<file path="src/rtl/cplx_div_arbiter_pkg.sv">
// Shared constants and types for the complex-divide arbiter.
package cplx_div_arbiter_pkg;

  // Default operand width per component and datapath latency.
  localparam int unsigned DefW   = 32;
  localparam int unsigned DefLat = 3;

  // Component slot indices inside a 4W-bit op word {Real_A, Im_A, Real_B, Im_B};
  // slot k occupies bits [k*W +: W].
  localparam int unsigned OpRaIdx = 3;
  localparam int unsigned OpIaIdx = 2;
  localparam int unsigned OpRbIdx = 1;
  localparam int unsigned OpIbIdx = 0;

  // Travels alongside the datapath so each result finds its way home.
  typedef struct packed {
    logic vld;  // slot holds an issued op
    logic id;   // issuing requester
    logic dbz;  // op trapped as divide-by-zero, datapath result is ignored
  } tag_t;

endpackage

</file>
<file path="src/rtl/cplx_div_arbiter_rr_arb2.sv">
// Two-way round-robin arbiter. After any grant the other requester is favoured.
module cplx_div_arbiter_rr_arb2 (
  input  logic       clock,
  input  logic       reset,
  input  logic [1:0] req_i,
  output logic [1:0] gnt_o
);

  // ptr_q names the requester that wins a tie.
  logic ptr_q, ptr_d;

  // Grant and pointer next-state; a lone request always wins.
  always_comb begin
    gnt_o = 2'b00;
    ptr_d = ptr_q;
    if (req_i[0] && (!req_i[1] || !ptr_q)) begin
      gnt_o = 2'b01;
    end else if (req_i[1]) begin
      gnt_o = 2'b10;
    end
    if (gnt_o[0]) begin
      ptr_d = 1'b1;
    end else if (gnt_o[1]) begin
      ptr_d = 1'b0;
    end
  end

  // Pointer register, requester 0 favoured out of reset.
  always_ff @(posedge clock) begin
    if (reset) begin
      ptr_q <= 1'b0;
    end else begin
      ptr_q <= ptr_d;
    end
  end

endmodule

</file>
<file path="src/rtl/cplx_div_arbiter.sv">
// Shares one fixed-latency complex-divide datapath between two requesters.
// Accepted ops are registered onto dp_*; a tag shift register runs in step with
// the datapath and steers each result back to its issuer. Divide-by-zero ops are
// trapped here: they never raise dp_valid but still occupy a tag slot so responses
// stay in issue order at fixed latency.
module cplx_div_arbiter
  import cplx_div_arbiter_pkg::*;
#(
  parameter int unsigned W   = DefW,
  parameter int unsigned LAT = DefLat
) (
  input  logic           clock,
  input  logic           reset,
  input  logic           req0_valid_i,
  output logic           req0_ready_o,
  input  logic [4*W-1:0] req0_op_i,
  input  logic           req1_valid_i,
  output logic           req1_ready_o,
  input  logic [4*W-1:0] req1_op_i,
  output logic           dp_valid_o,
  output logic [W-1:0]   dp_real_a_o,
  output logic [W-1:0]   dp_im_a_o,
  output logic [W-1:0]   dp_real_b_o,
  output logic [W-1:0]   dp_im_b_o,
  input  logic [2*W-1:0] dp_out_i,
  output logic           resp0_valid_o,
  output logic           resp1_valid_o,
  output logic [2*W-1:0] resp_data_o,
  output logic           resp_dbz_o,
  output logic           busy_o
);

  logic [1:0]     gnt;
  logic           acc_vld;
  logic           acc_id;
  logic [4*W-1:0] acc_op;
  logic           acc_dbz;
  logic           dp_issue;

  logic           dp_valid_q;
  logic [W-1:0]   ra_q, ia_q, rb_q, ib_q;

  // Stage 0 lines up with dp_valid; stage LAT lines up with a valid dp_out.
  tag_t           tag_d [LAT+1];
  tag_t           tag_q [LAT+1];
  tag_t           resp_tag;

  cplx_div_arbiter_rr_arb2 u_arb (
    .clock (clock),
    .reset (reset),
    .req_i ({req1_valid_i, req0_valid_i}),
    .gnt_o (gnt)
  );

  assign req0_ready_o = gnt[0];
  assign req1_ready_o = gnt[1];

  // Select the accepted op and flag a zero divisor.
  always_comb begin
    acc_vld  = gnt[0] | gnt[1];
    acc_id   = gnt[1];
    acc_op   = gnt[1] ? req1_op_i : req0_op_i;
    acc_dbz  = (acc_op[OpRbIdx*W +: W] == '0) && (acc_op[OpIbIdx*W +: W] == '0);
    dp_issue = acc_vld && !acc_dbz;
  end

  // Operand register; operands hold their last issued value between ops.
  always_ff @(posedge clock) begin
    if (reset) begin
      dp_valid_q <= 1'b0;
      ra_q       <= '0;
      ia_q       <= '0;
      rb_q       <= '0;
      ib_q       <= '0;
    end else begin
      dp_valid_q <= dp_issue;
      if (dp_issue) begin
        ra_q <= acc_op[OpRaIdx*W +: W];
        ia_q <= acc_op[OpIaIdx*W +: W];
        rb_q <= acc_op[OpRbIdx*W +: W];
        ib_q <= acc_op[OpIbIdx*W +: W];
      end
    end
  end

  assign dp_valid_o  = dp_valid_q;
  assign dp_real_a_o = ra_q;
  assign dp_im_a_o   = ia_q;
  assign dp_real_b_o = rb_q;
  assign dp_im_b_o   = ib_q;

  // Tag pipe next-state: new tag enters at stage 0, everything else shifts by one.
  always_comb begin
    tag_d[0] = '{vld: acc_vld, id: acc_id, dbz: acc_vld & acc_dbz};
    for (int unsigned i = 1; i <= LAT; i++) begin
      tag_d[i] = tag_q[i-1];
    end
  end

  // Tag pipe register; reset drops every op in flight.
  always_ff @(posedge clock) begin
    if (reset) begin
      for (int unsigned i = 0; i <= LAT; i++) begin
        tag_q[i] <= '0;
      end
    end else begin
      for (int unsigned i = 0; i <= LAT; i++) begin
        tag_q[i] <= tag_d[i];
      end
    end
  end

  // Response stage is the last tag slot; dp_out is only looked at for live, non-trapped ops.
  always_comb begin
    resp_tag      = tag_q[LAT];
    resp0_valid_o = resp_tag.vld & ~resp_tag.id;
    resp1_valid_o = resp_tag.vld & resp_tag.id;
    resp_dbz_o    = resp_tag.vld & resp_tag.dbz;
    resp_data_o   = (resp_tag.vld && !resp_tag.dbz) ? dp_out_i : '0;
  end

  // Busy while any tag slot, including the response stage, is occupied.
  always_comb begin
    busy_o = 1'b0;
    for (int unsigned i = 0; i <= LAT; i++) begin
      busy_o = busy_o | tag_q[i].vld;
    end
  end

endmodule

</file>
<file path="config.mk">
export PLATFORM = sky130hd
export DESIGN_NAME = cplx_div_arbiter
export DESIGN_NICKNAME = d
export VERILOG_FILES = /design/src/rtl/cplx_div_arbiter_pkg.sv /design/src/rtl/cplx_div_arbiter_rr_arb2.sv /design/src/rtl/cplx_div_arbiter.sv
export SDC_FILE = /design/constraint.sdc
export NUM_CORES = 1
export LEC_CHECK = 0
export ABC_CLOCK_PERIOD_IN_PS = 2400
export CORE_AREA = 2 2 206 208
export DETAILED_ROUTE_END_ITERATION = 8
export DIE_AREA = 0 0 208 210
export SETUP_SLACK_MARGIN = 0.1
export SYNTH_ARGS = -nofsm -noshare
export SYNTH_HDL_FRONTEND = slang
export SYNTH_SLANG_ARGS = --single-unit
</file>
<file path="constraint.sdc">
create_clock -name clock -period 2.4 [get_ports clock]
set_input_delay 0.48 -clock clock [delete_from_list [all_inputs] [get_ports clock]]
set_output_delay 0.48 -clock clock [all_outputs]
set_load 0.1 [all_outputs]
</file>
; After elaboration in Yosys (flattened, before gate mapping)
; Memories as Yosys holds them, arrays and structs flattened.
; Cells that the tools add are included.
[classes]
n_addsub = 0
n_mul = 0
div = 0
magnitude_cmp = 0
n_eq_ne = 0
n_shift = 0
n_mux = 13
bitwise_logic = 13
reduce_logical = 12
[ops]
columns = operator, n
row1 = 128-bit two-way mux, 1
row2 = 32-bit logical NOT, 2
row3 = 64-bit two-way mux, 1
row4 = 3-bit two-way mux, 4
row5 = 1-bit OR, 8
row6 = 1-bit two-way mux, 5
row7 = 1-bit AND, 4
row8 = 1-bit logical AND, 4
row9 = 1-bit logical NOT, 4
row10 = 2-bit two-way mux, 2
row11 = 2-bit nonzero test, 1
row12 = 1-bit logical OR, 1
row13 = 1-bit inverter, 1
[word_totals]
register_bits = 130
latch_bits = 0
ram_bits = 12
romBits = 0
input_bits = 324
output_inout_bits = 199
memories = 1
[mem_list]
columns = name, words, width, read_ports, rd_ports_with_merged_regs, wr, line_no
row1 = tag_q, 4, 3, 4, 0, 4, cplx_div_arbiter.sv:45  ; tag_t tag_q [LAT+1];

; Logic depth before layout (Yosys ltp)
[depth]
word_depth = 9
mapped_depth = 9
ltp_nobuf = 7

; Modules after synthesis
; A second synthesis with hierarchy kept.
[unflattened]
cells_unflattened = 1005
hier_area_um2 = 7310.8
[modules_own_cells]
columns = module, instances, cells_each, area_each_um2, seq_area_each_um2
row1 = cplx_div_arbiter, 1, 998, 7244.4, 2822.7
row2 = cplx_div_arbiter_rr_arb2, 1, 7, 66.3, 20.0

; Least setup slack after synthesis
; Ideal clock, no wire load.
[synth_timing]
path_type = in2out
from = input req0_valid_i
to = output req0_ready_o
t_arrival_ns = 2.669
required_ns = 1.920
slack_ns = -0.749
path_stages = 1
n_path_buf = 0
path_cell_list = a21boi_0
[synth_between]
elab_chain_cells = 2
[synth_lines]
columns = item, line_no
row1 = "start, declared", cplx_div_arbiter.sv:14  ; input logic req0_valid_i,
row2 = 1-bit logical AND, cplx_div_arbiter_rr_arb2.sv:16  ; if (req_i[0] && (!req_i[1] || !ptr_q)) begin
row3 = 2-bit two-way mux, cplx_div_arbiter_rr_arb2.sv:16
row4 = "end, declared", cplx_div_arbiter.sv:15  ; output logic req0_ready_o,
; Every way passes these cells.

; Worst setup path after layout
[layout_timing]
from = input req0_op_i[27]
to = register ia_q[13] (netlist: dp_im_a_o[13])
[layout_between]
elab_chain_cells = 5
[layout_lines]
columns = item, line_no
row1 = "start, declared", cplx_div_arbiter.sv:16  ; input logic [4*W-1:0] req0_op_i,
row2 = 128-bit two-way mux, cplx_div_arbiter.sv:62  ; acc_op = gnt[1] ? req1_op_i : req0_op_i;
row3 = 32-bit logical NOT, cplx_div_arbiter.sv:63  ; acc_dbz = (acc_op[OpRbIdx*W +: W] == '0) && (acc_op[OpIbIdx*W +: W] == '0);
row4 = 1-bit logical AND, cplx_div_arbiter.sv:63
row5 = 1-bit logical NOT, cplx_div_arbiter.sv:64  ; dp_issue = acc_vld && !acc_dbz;
row6 = 1-bit logical AND, cplx_div_arbiter.sv:64
row7 = "end signal, assigned", cplx_div_arbiter.sv:79  ; ia_q <= acc_op[OpIaIdx*W +: W];
row8 = "end, declared", cplx_div_arbiter.sv:41  ; logic [W-1:0] ra_q, ia_q, rb_q, ib_q;
; Every way passes these cells.
; A chain may end at the register's enable or synchronous reset.

==> metrics.yaml <==
outcome:
  outcome: "completed"
flow_run:
  maxCapViolations: 0
sta:
  slew_violations: 0
  setup-tns-final_ns: 0
  period_needed_ns: 2.39
  final-hold-violation-count: 0
  rsz0062_at_grt: "true"
  worstMarginPinSlew_ns: 0.636
  slew_headroom_pct: 57.6
  clock.fmax_mhz: 418
  skew_ns: 0.00631
  period_share_pct: 99.6
  setup_viol: 0
global_routing:
  grt_pass1_wl_mm: 59.7
  antenna_found_initial: 0
  grt.overflow.total: 0
  grt_max_degree: 74
  grt_use_total_pct: 18.3
  grt_pass1_vias: 9043
cts:
  cts_buffers: 17
  clockBufferDepth: 2
  cts_tree: "yes"
  htree_levels: 4
  clock_latency_ns: 0.45
  cts.sinks: 142
  cts_root_buf: "clkbuf_16"
  cts_hold_buf: 0
  path_clk_slew_ns: 0.06
die:
  die-area_um2: 43700
  io_pins: 523
  dieHeight_um: 210
  die_w_um: 208
  core_area_um2: 41500
  initial_core_util_pct: 18.3
  rows: 75
drt:
  ant_nets: 0
  vias: 8956
  wl_per_cell_um: 22.7
  wl_mm: 44.2
  drc_errors: 0
  drt_iter0_markers: 470
  vias_per_cell: 4.60
  dr.pass1.iters: 5
synthesis:
  synth.top_cell.area_share_pct: 37.4
  synth_edf_count: 0
  muxShareOfSynthArea_pct: 8.57
  synth_xor_area_share_pct: 0
  synth_flop_cell: "dfxtp_1"
  netlist_area_um2: 7600
  synth_seq_area_share_pct: 37.4
  syn_inst: 817
  synth_simple_gate_area_share_pct: 17.2
  synth.avg_cell_area_um2: 9.30
  synth_top_area_cell: "dfxtp_1"
  ys_types: 25
  synth-adder-area-share_pct: 0
  synth_area_leaders: "dfxtp_1 (37%), a311oi_2 (11%), a211oi_2 (11%)"
  synth-seq-cells: 142
  yosysWarningCount: 0
  synth_nets: 1141
  synth-compound-area-share_pct: 31.2
  synth-async-reset-ratio_pct: 0
  synth_top_family_by_area: "compound AO/OA/AOI/OAI gates"
worst_setup_path:
  cp-endpoint: "dp_im_a_o[13]$_SDFFE_PP0P_"
  r2r-start: "u_arb.ptr_q$_SDFFE_PP0P_"
  rr_worst_depth: 10
  startpoint_type: "input pin"
  r2r_end: "dp_im_a_o[13]$_SDFFE_PP0P_"
  worstSetupStartpoint: "req0_op_i[27]"
  critical-path-max-stage-delay_ns: 0.34
  endpoint_kind: "register"
  worstPathMaxFanout: 8
  ff2ff_setup_slack_ns: 0.16
  crit_required_ns: 2.76
  crit_type: "in2reg"
  slowest_stage: "nand4_1"
  cp.arrival_ns: 2.75
  path_cells: "dlymetal6s2s_1 > nor4_2 > nand4_1 > nor4_4 > buf_4 > o221ai_4 > buf_12 > and2_4 > clkbuf_16 > a311oi_2"
cells_and_area:
  final_area_um2: 16600
  syn2layout_area_growth_pct: 118
  fill_cells: 4086
  diodes: 0
  layout.cells.non_filler: 1945
  nNetsFinal: 1717
  drive_above_1_share_pct: 48.2
power:
  ir_drop_uv: 464
  p_switching_mw: 3.62
  p_seq_share_pct: 29.2
  p_int_mw: 5.63
  cellLeakagePower_nw: 6.89
  clkPwrFrac_pct: 32.9
  comb_power_share_pct: 37.9
  switching_share_pct: 39.1
  power_density_nw_per_um2: 559
placed_design:
  placedCellCount: 1884
  portBuffers: 522
  gp_congestion: 0.929
  dpl_cell_area_um2: 14300
  dpl.hpwl_mm: 30.2
min_path:
  hold_path_class: "in2reg"
[cell usage after synthesis, types with 2 or more instances]
cell and count:
or4_1 3, nor2_1 7, nand2_1 133, nor2b_1 11, a21oi_1 129, buf_2 4
dfxtp_1 142, and2_1 67, a311oi_2 56, nand2b_1 2, mux2i_1 65, clkbuf_1 67
buf_4 3, a211oi_2 64, nor3_1 3, a311oi_1 8, nor4_1 30, buf_6 11
nand4_1 6
[how the worst min path moves through the flow]
stage,startpoint,end,cells past startpoint
6_report,req0_valid_i,u_arb.ptr_q$_SDFFE_PP0P_,3
5_1_grt,req0_valid_i,u_arb.ptr_q$_SDFFE_PP0P_,3
4_1_cts,tag_q[2][1]$_SDFF_PP0_,tag_q[3][1]$_SDFF_PP0_,1
3_5_place_dp,tag_q[1][1]$_SDFF_PP0_,tag_q[2][1]$_SDFF_PP0_,1
3_3_place_gp,tag_q[0][1]$_SDFF_PP0_,tag_q[1][1]$_SDFF_PP0_,1
2_1_floorplan,tag_q[0][0]$_SDFF_PP0_,tag_q[1][0]$_SDFF_PP0_,1
[power by group through the flow]
stage | clock [mW] | sequential, mW | combinational, mW
floorplan | 0 | 4.00 | 0.806
global placement | 0 | 2.70 | 3.34
detailed placement | 0 | 2.70 | 3.35
CTS | 3.12 | 2.66 | 3.39
global route | 3.22 | 2.72 | 3.63
finish | 3.04 | 2.71 | 3.51
[flip-flops by register name, summed over array words and instances, names as in the netlist]
signal,flops
dp_im_a_o,32
dp_real_a_o,32
dp_valid_o,1
u_arb.ptr_q,1
dp_real_b_o,32
dp_im_b_o,32
tag_q,12
[layout by cell type (no fill, tap or decap), drive strengths merged, types with 2 or more instances in the layout]
cell / n
a21oi: 129
a211oi: 64
clkinvlp: 2
nor3: 3
nand4: 6
a311oi: 64
bufinv: 5
buf: 316
clkinv: 6
nor4: 30
mux2i: 65
and2: 69
nor2: 7
dlygate4sd2: 7
clkdlybuf4s50: 244
clkbuf: 47
or4: 3
nand2: 133
dfxtp: 142
inv: 2
nand2b: 2
nor2b: 12
dlymetal6s2s: 35
clkdlybuf4s15: 10
[cells by family (layout without fill, tap and decap cells)]
family / after synthesis / in the layout
compound gates: 259 / 259
buf+inv: 87 / 674
flops: 142 / 142
mux: 65 / 65
simple gates: 264 / 266
[worst max-delay path, delay by kind of cell]
family          cells  cell delay [ns]
compound gates      2             0.35
buf+inv             4             0.70
simple gates        4             1.21
[cell type report]
type | count | area, um2 | area share, %
timing repair buffer | 641 | 6890 | 41.6
multi-input combinational | 590 | 5490 | 33.1
sequential | 142 | 2840 | 17.2
clock inverter | 14 | 215 | 1.30
tap | 539 | 674 | 4.07
clock buffer | 18 | 439 | 2.65
inverter | 1 | 6.26 | 0.0378
[stage by stage]
step | util (%) | hold slack, ns | setup WS, ns | power [mW]
floorplan | - | 0.414 | 0.145 | 4.80
global placement | 34.4 | 0.418 | -0.805 | 6.04
detailed placement | 34.4 | 0.423 | -0.804 | 6.06
CTS | 37.0 | 0.439 | -0.0908 | 9.18
global route | 39.9 | 0.392 | -0.0488 | 9.57
finish | 39.9 | 0.398 | 0.00874 | 9.25
[layer usage]
| metal | vias to the layer above | GRT usage [%] | part of all wire [%] |
|---|---|---|---|
| li1 | 4169 | - | - |
| met1 | 4377 | 21.4 | 40 |
| met2 | 372 | 32.1 | 51 |
| met3 | 38 | 4.45 | 5.8 |
| met4 | 0 | 7.31 | 3.0 |
| met5 | - | 0 | 0 |
[repair_timing]
item / 4_1_cts / 5_1_grt
pin swaps: 47 / 65
endpoints found under the setup margin: 182 / 184
buffers inserted: 2 / 10
cloned: 8 / 10
resized for setup: 122 / 286
Power figures use the tool's default switching activity.
